===== config.mk =====
export PLATFORM = sky130hd
export DESIGN_NAME = char_scanner
export DESIGN_NICKNAME = d
export VERILOG_FILES = /design/src/rtl/char_scanner.sv
export SDC_FILE = /design/constraint.sdc
export NUM_CORES = 1
export LEC_CHECK = 0
export ABC_AREA = 1
export ABC_CLOCK_PERIOD_IN_PS = 1800
export CAP_MARGIN = 15
export CORE_ASPECT_RATIO = 2
export CORE_MARGIN = 2
export CORE_UTILIZATION = 35
export CTS_CLUSTER_DIAMETER = 30
export CTS_CLUSTER_SIZE = 25
export DETAILED_ROUTE_END_ITERATION = 8
export SLEW_MARGIN = 20
export SYNTH_ARGS = -nofsm -noshare
export SYNTH_HDL_FRONTEND = slang
export SYNTH_SLANG_ARGS = --single-unit
export TNS_END_PERCENT = 20

===== constraint.sdc =====
create_clock -name clk -period 1.8 [get_ports clk]
set_clock_uncertainty 0.05 [all_clocks]
set_input_delay 0.27 -clock clk [delete_from_list [all_inputs] [get_ports clk]]
set_output_delay 0.27 -clock clk [all_outputs]
set_load 0.02 [all_outputs]

===== src/rtl/char_scanner.sv =====
// 5x7 dot-matrix character scanner: latches an ASCII code, fetches its glyph
// from an external combinational ROM, then lights the matrix one row at a time.
module char_scanner #(
  parameter int unsigned ROW_CYCLES = 1000,
  parameter int unsigned DATA_WIDTH = 35
) (
  input  logic                  clk,
  input  logic                  rst_n,
  input  logic [7:0]            char_code,
  input  logic                  char_valid,
  output logic                  char_ready,
  output logic [7:0]            rom_addr,
  input  logic [DATA_WIDTH-1:0] rom_data,
  output logic [6:0]            row,
  output logic [4:0]            col,
  output logic                  frame_done
);

  localparam logic [15:0] PRESC_MAX = 16'(ROW_CYCLES - 1);
  localparam logic [2:0]  LAST_ROW  = 3'd6;

  typedef enum logic [1:0] {IDLE, FETCH, SCAN} state_t;

  state_t                state_q, state_d;
  logic [7:0]            code_q, code_d;
  logic [DATA_WIDTH-1:0] glyph_q, glyph_d;
  logic [2:0]            r_q, r_d;
  logic [15:0]           presc_q, presc_d;
  logic                  accept;
  logic                  row_end;
  logic                  frame_end;

  always_ff @(posedge clk or negedge rst_n) begin
    if (!rst_n) begin
      state_q <= IDLE;
      code_q  <= '0;
      glyph_q <= '0;
      r_q     <= '0;
      presc_q <= '0;
    end else begin
      state_q <= state_d;
      code_q  <= code_d;
      glyph_q <= glyph_d;
      r_q     <= r_d;
      presc_q <= presc_d;
    end
  end

  assign rom_addr = code_q;

  always_comb begin
    state_d    = state_q;
    code_d     = code_q;
    glyph_d    = glyph_q;
    r_d        = r_q;
    presc_d    = presc_q;
    row        = '0;
    col        = '0;
    frame_done = 1'b0;

    char_ready = (state_q != FETCH);
    accept     = char_valid && char_ready;
    row_end    = (presc_q == PRESC_MAX);
    frame_end  = row_end && (r_q == LAST_ROW);

    case (state_q)
      IDLE: begin
        if (accept) begin
          state_d = FETCH;
          code_d  = char_code;
        end
      end
      FETCH: begin
        // Row index and prescaler are cleared here so every SCAN entry,
        // including an interrupted scan, restarts at row 0.
        glyph_d = rom_data;
        state_d = SCAN;
        r_d     = '0;
        presc_d = '0;
      end
      SCAN: begin
        row = 7'b1 << r_q;
        for (int unsigned i = 0; i < 7; i++) begin
          if (r_q == 3'(i)) col = glyph_q[DATA_WIDTH-1-5*i -: 5];
        end
        if (accept) begin
          state_d = FETCH;
          code_d  = char_code;
        end else begin
          frame_done = frame_end;
          if (row_end) begin
            presc_d = '0;
            r_d     = (r_q == LAST_ROW) ? '0 : r_q + 3'd1;
          end else begin
            presc_d = presc_q + 16'd1;
          end
        end
      end
      default: state_d = IDLE;
    endcase
  end

endmodule

Word-level counts from Yosys, hierarchy flattened
Index checks and enable logic that the tools add are counted.

Flip-flop bits (word level): 64. Bits of input ports: 46. Output and inout bits: 22.

Reductions and logical operators: 9. Equal/unequal tests: 13. Shift operators: 1. Add/sub/neg operators: 2. Mux-type cells: 20.

Operator list (count): $mux W5 (8); $mux W16 (2); $pmux W16 S2 (1); $add A16 B1 Y16 const B (1); $eq A16 B10 Y1 const B (1); $eq A3 B3 Y1 const B (3); $mux W3 (3); $mux W7 (1); $shl A1 B3 Y7 const A (1); $eq A3 B2 Y1 const B (2); $pmux W3 S2 (1); $ne A2 B1 Y1 const B (2); $ne A2 B2 Y1 const B (2); $pmux W2 S2 (1); $reduce_and A2 Y1 (2); $add A3 B1 Y3 const B (1); $eq A3 B1 Y1 const B (1); $logic_not A3 Y1 (1); $reduce_and A3 Y1 (1); $eq A2 B1 Y1 const B (1); $eq A2 B2 Y1 const B (1); $logic_and A1 B1 Y1 (2); $logic_not A2 Y1 (1); $mux W1 (2); other kinds (3) (3).

Logic depth before layout (Yosys ltp)
Depth in word-level cells: 9. Mapped depth: 11. Gate-level depth less buffers: 10.

Least setup slack after synthesis
OpenSTA, ideal clock, no wires.

Path kind: reg2out. Start: register r_q[2]. End: output port col[1]. Cell stages (with the launch flop): 10. Data arrival time: 1.574 ns. Path buffers: 1. Slack: -0.094 ns. Path through: dfrtp_1 inv_2 clkbuf_8 ha_1 clkinv_1 nand4_1 nand2_1 nand2_1 a21oi_1 nor2_1.

Cells in the longest elaborated chain, start to end: 9. Elaborated cells on any way between the ends: 15. Those cells by class: eq/ne: 6; mux: 8; reduce/logical: 1.

RTL lines: start: declaration (line 27) `logic [2:0] r_q, r_d;`; start signal: assignment (line 44) `r_q <= r_d;`; $logic_not A3 Y1 (line 84) `if (r_q == 3'(i)) col = glyph_q[DATA_WIDTH-1-5*i -: 5];`; $mux W5 (6 in series) (line 84); $mux W5 (*) (line 84); $mux W5 (*) (line 66) `case (state_q)`; end: declaration (line 15) `output logic [4:0] col,`.

Mark *: on every way between the ends. The rest lies on a longest branch, timed or not.

Worst setup path in the final report
Start: register r_q[1]. End: output port col[0].

Same word-level chain as after synthesis.

==> impl_metrics.csv <==
group,metric,value,unit
worst_setup_path,crit_path_start_kind,"flop",
die,io_pins,68,
sta,rsz0062_at_grt,"true",
logic_synthesis,synth_area,0.00345,mm^2
job,maxCapViolations,0,
worst_setup_path,cp_common_cell,"nand3_2",
logic_synthesis,yosys-top-cells-area,"dfrtp_1 (46%), nand2_1 (8.3%), mux2_2 (8.2%)",
power_and_ir_drop,pwr-share-comb,24.5,%
global_route,overflow,0,
clock_network,cts_root_buf,"clkbuf_16",
clock_network,cts-buffers-inserted,9,
sta,setup_slack,-0.372,ns
logic_synthesis,yosysSeqAreaShare,46.4,%
power_and_ir_drop,p_sw,1.31,mW
status,status,"complete, but fails checks",
sta,hold_viol,0,
sta,period_minus_slack,2.17,ns
routing,drtIter0Drc,156,
power_and_ir_drop,clkPwrFrac,36.9,%
clock_network,htreeDepth,3,
finish,finalNonFillerCells,618,
logic_synthesis,syn_avg_cell_area,9.58,um^2
clock_network,cts_tree,"built",
sta,setup_violations,9,
finish,layout_common_cells,"nand2_1 (70), dfrtp_1 (63), buf_4 (53)",
sta,drv_slew,0,
logic_synthesis,synthCells,360,
global_route,grt_util_all_layers,19.0,%
sta,worstMarginPinSlew,0.514,ns
power_and_ir_drop,power_density,929,mW/mm^2
worst_hold_path,hp-class,"reg -> reg",
worst_setup_path,crit_arrival,1.85,ns
routing,routed_wl,9810,um
global_route,grt_start_max_net_pins,65,
power_and_ir_drop,internal-power,3.41,mW
die,row_count,51,
worst_setup_path,end_kind,"primary output",
power_and_ir_drop,max-vdd-ir-drop,0.498,mV
finish,nNetsFinal,531,
finish,antenna_cells,0,
global_route,met3_usage,2.72,%
logic_synthesis,synth-seq-cells,64,
logic_synthesis,ys_warn_count,0,
worst_setup_path,cp.buffers_inverters,2,
global_route,first_global_vias,3097,
sta,maxSlewHeadroom,65.5,%
die,die_h,144,um
worst_setup_path,critPathRequiredTime,1.48,ns
placed_design,port_buffers,67,
routing,drc_errors,0,
routing,drt-pass1-iter-count,5,
finish,syn2layout_area_growth,47.3,%
status,violations,"setup timing",
finish,mostFrequentLayoutCell,"nand2_1",
finish,fillers,882,
routing,vias_per_cell,4.92,
placed_design,gp_congestion,0.946,
clock_network,clk_transition_reported_paths,0.05,ns
placed_design,hpwl,7350,um
die,dieArea,0.0107,mm^2
worst_setup_path,path_max_fanout,7,
placed_design,dp.cells,600,
worst_setup_path,cp_cell_sequence,"buf_6 -> nor2_4 -> nand3_2 -> nand3_2 -> nand2_2 -> nand3_2 -> nand3_2 -> a21oi_2 -> buf_6",
global_route,grt_use_met1,17.8,%
finish,drive_above_1_share,40.1,%
clock_network,cts_sinks,64,
die,start_util,35.8,%
power_and_ir_drop,sequentialPowerShare,38.5,%
power_and_ir_drop,total_power,4.72,mW
routing,routedWlPerCell,15.9,um
logic_synthesis,syn_nets,408,
logic_synthesis,yosysUniqueCellTypes,39,
logic_synthesis,synth_top_area_share,46.4,%
die,core_area,0.00964,mm^2
clock_network,clockBufferDepth,2,
worst_setup_path,critical_path.top_delay_family,"simple AND/OR/NAND/NOR gates",
routing,vias,3040,
routing,ant_nets,0,
worst_setup_path,cpPeakStageDelay,0.42,ns
sta,fmax,460,MHz
power_and_ir_drop,p_sw_share,27.8,%
clock_network,clk_latency,0.34,ns
logic_synthesis,yosys.area.top_type,"dfrtp_1",
global_route,grt_pass1_wl,15000,um
placed_design,dp_slack,-0.503,ns
die,fp.dieW,74.2,um
global_route,antenna_found_initial,0,
global_route,busiest_layer,"met2",
global_route,grtUsageMet2,37.3,%
sta,fin_crit_sh,121,%
worst_setup_path,worst-setup-path-type,"reg -> out",
worst_setup_path,cp_slowest_cell,"dfrtp_1",
power_and_ir_drop,power_leakage,2.29,nW
[registers in the layout (all words and copies together), names as in the netlist]
signal / cells
glyph_q: 35
presc_q: 16
r_q: 3
rom_addr: 8
state_q: 2
[worst register-to-register path: cells and delay by family, from the launching register on]
kind	cells	cell delay, ns
fa+ha+maj	1	0.20
compound gates	1	0.07
flops	1	0.35
simple gates	5	0.70
buf+inv	1	0.16
[logic make-up (layout without fill, tap and decap cells)]
group | after synthesis | count (layout) | share of synthesized area (%)
AO/OA/AOI/OAI | 33 | 33 | 5.69
XOR/XNOR | 5 | 5 | 1.27
adder cells (fa/ha/maj) | 2 | 2 | 0.725
buffers and inverters | 40 | 166 | 6.53
flip-flops | 64 | 64 | 46.4
multiplexers | 35 | 35 | 12.5
AND/OR/NAND/NOR | 181 | 181 | 26.8
[through the flow]
stage | cell area [um^2] | setup TNS [ns] | hold WS (ns) | utilization, %
3_5_place_dp | 4630 | -4.22 | 0.265 | 48.0
6_report | 5080 | -2.45 | 0.417 | 52.7
5_1_grt | 5080 | -3.41 | 0.440 | 52.7
3_3_place_gp | 4630 | -4.13 | 0.264 | 48.0
2_1_floorplan | 3460 | 0 | -0.0756 | -
4_1_cts | 4990 | -2.69 | 0.418 | 51.7
[power groups by stage]
stage | combinational, mW | sequential, mW | clock (mW)
2_1_floorplan | 0.607 | 1.81 | 0
6_report | 1.16 | 1.82 | 1.74
3_3_place_gp | 1.07 | 1.83 | 0
5_1_grt | 1.24 | 1.84 | 1.84
3_5_place_dp | 1.09 | 1.83 | 0
4_1_cts | 1.13 | 1.82 | 1.78
[path summary, 6_finish.rpt]
kind / start / end / slack, ns / cells after the start
hold reg to reg: rom_addr[6]$_DFFE_PN0P_ / rom_addr[6]$_DFFE_PN0P_ / 0.42 / 2
setup / recovery: r_q[1]$_DFFE_PN0P_ / col[0] / -0.37 / 9
min in group asynchronous: rst_n / glyph_q[23]$_DFFE_PN0P_ / 0.44 / 3
max in group asynchronous: rst_n / glyph_q[15]$_DFFE_PN0P_ / 0.98 / 3
hold / removal: rom_addr[6]$_DFFE_PN0P_ / rom_addr[6]$_DFFE_PN0P_ / 0.42 / 2
setup reg to reg: presc_q[0]$_DFFE_PN0P_ / r_q[2]$_DFFE_PN0P_ / 0.19 / 8
[cell usage after synthesis (all sizes together)]
| cell type | n |
|---|---|
| mux2 | 35 |
| nor3 | 10 |
| xor2 | 5 |
| clkinv | 1 |
| or2 | 2 |
| o22ai | 4 |
| inv | 28 |
| o21ai | 23 |
| nor2 | 37 |
| buf | 9 |
| nand3 | 35 |
| nor4 | 3 |
| nand2 | 82 |
| dfrtp | 64 |
| o211ai | 1 |
| ha | 2 |
| nand4 | 12 |
| a21oi | 5 |
| clkbuf | 2 |
[layer usage]
layer  share of wire, %  wire length, um  up-vias
li1                   -                -     1458
met1                 33             3230     1479
met2                 60             5910       75
met3                3.3              325       28
met4                3.6              353        0
met5                  0                0        -
[cell type report]
| type | count | area (um^2) | share of cell area, % |
|---|---|---|---|
| clock inverters | 3 | 42.5 | 0.837 |
| multi-input cells | 256 | 1760 | 34.7 |
| repair buffers | 122 | 1120 | 22.1 |
| clock buffers | 11 | 253 | 4.97 |
| well taps | 132 | 165 | 3.25 |
| inverters | 29 | 125 | 2.46 |
| repair inverters | 1 | 8.76 | 0.172 |
| flip-flops and latches | 64 | 1600 | 31.5 |
[timing repair]
| action | CTS | global route |
|---|---|---|
| buffers inserted | 1 | 1 |
| endpoints found under the setup margin | 14 | 13 |
| endpoints found under the hold margin | 64 | 0 |
| gates resized for setup | 87 | 28 |
| hold buffers | 1 | 0 |
| pin swaps | 11 | 13 |
| gates cloned | 1 | 0 |
Note: power is estimated with default switching activity, not from simulation.
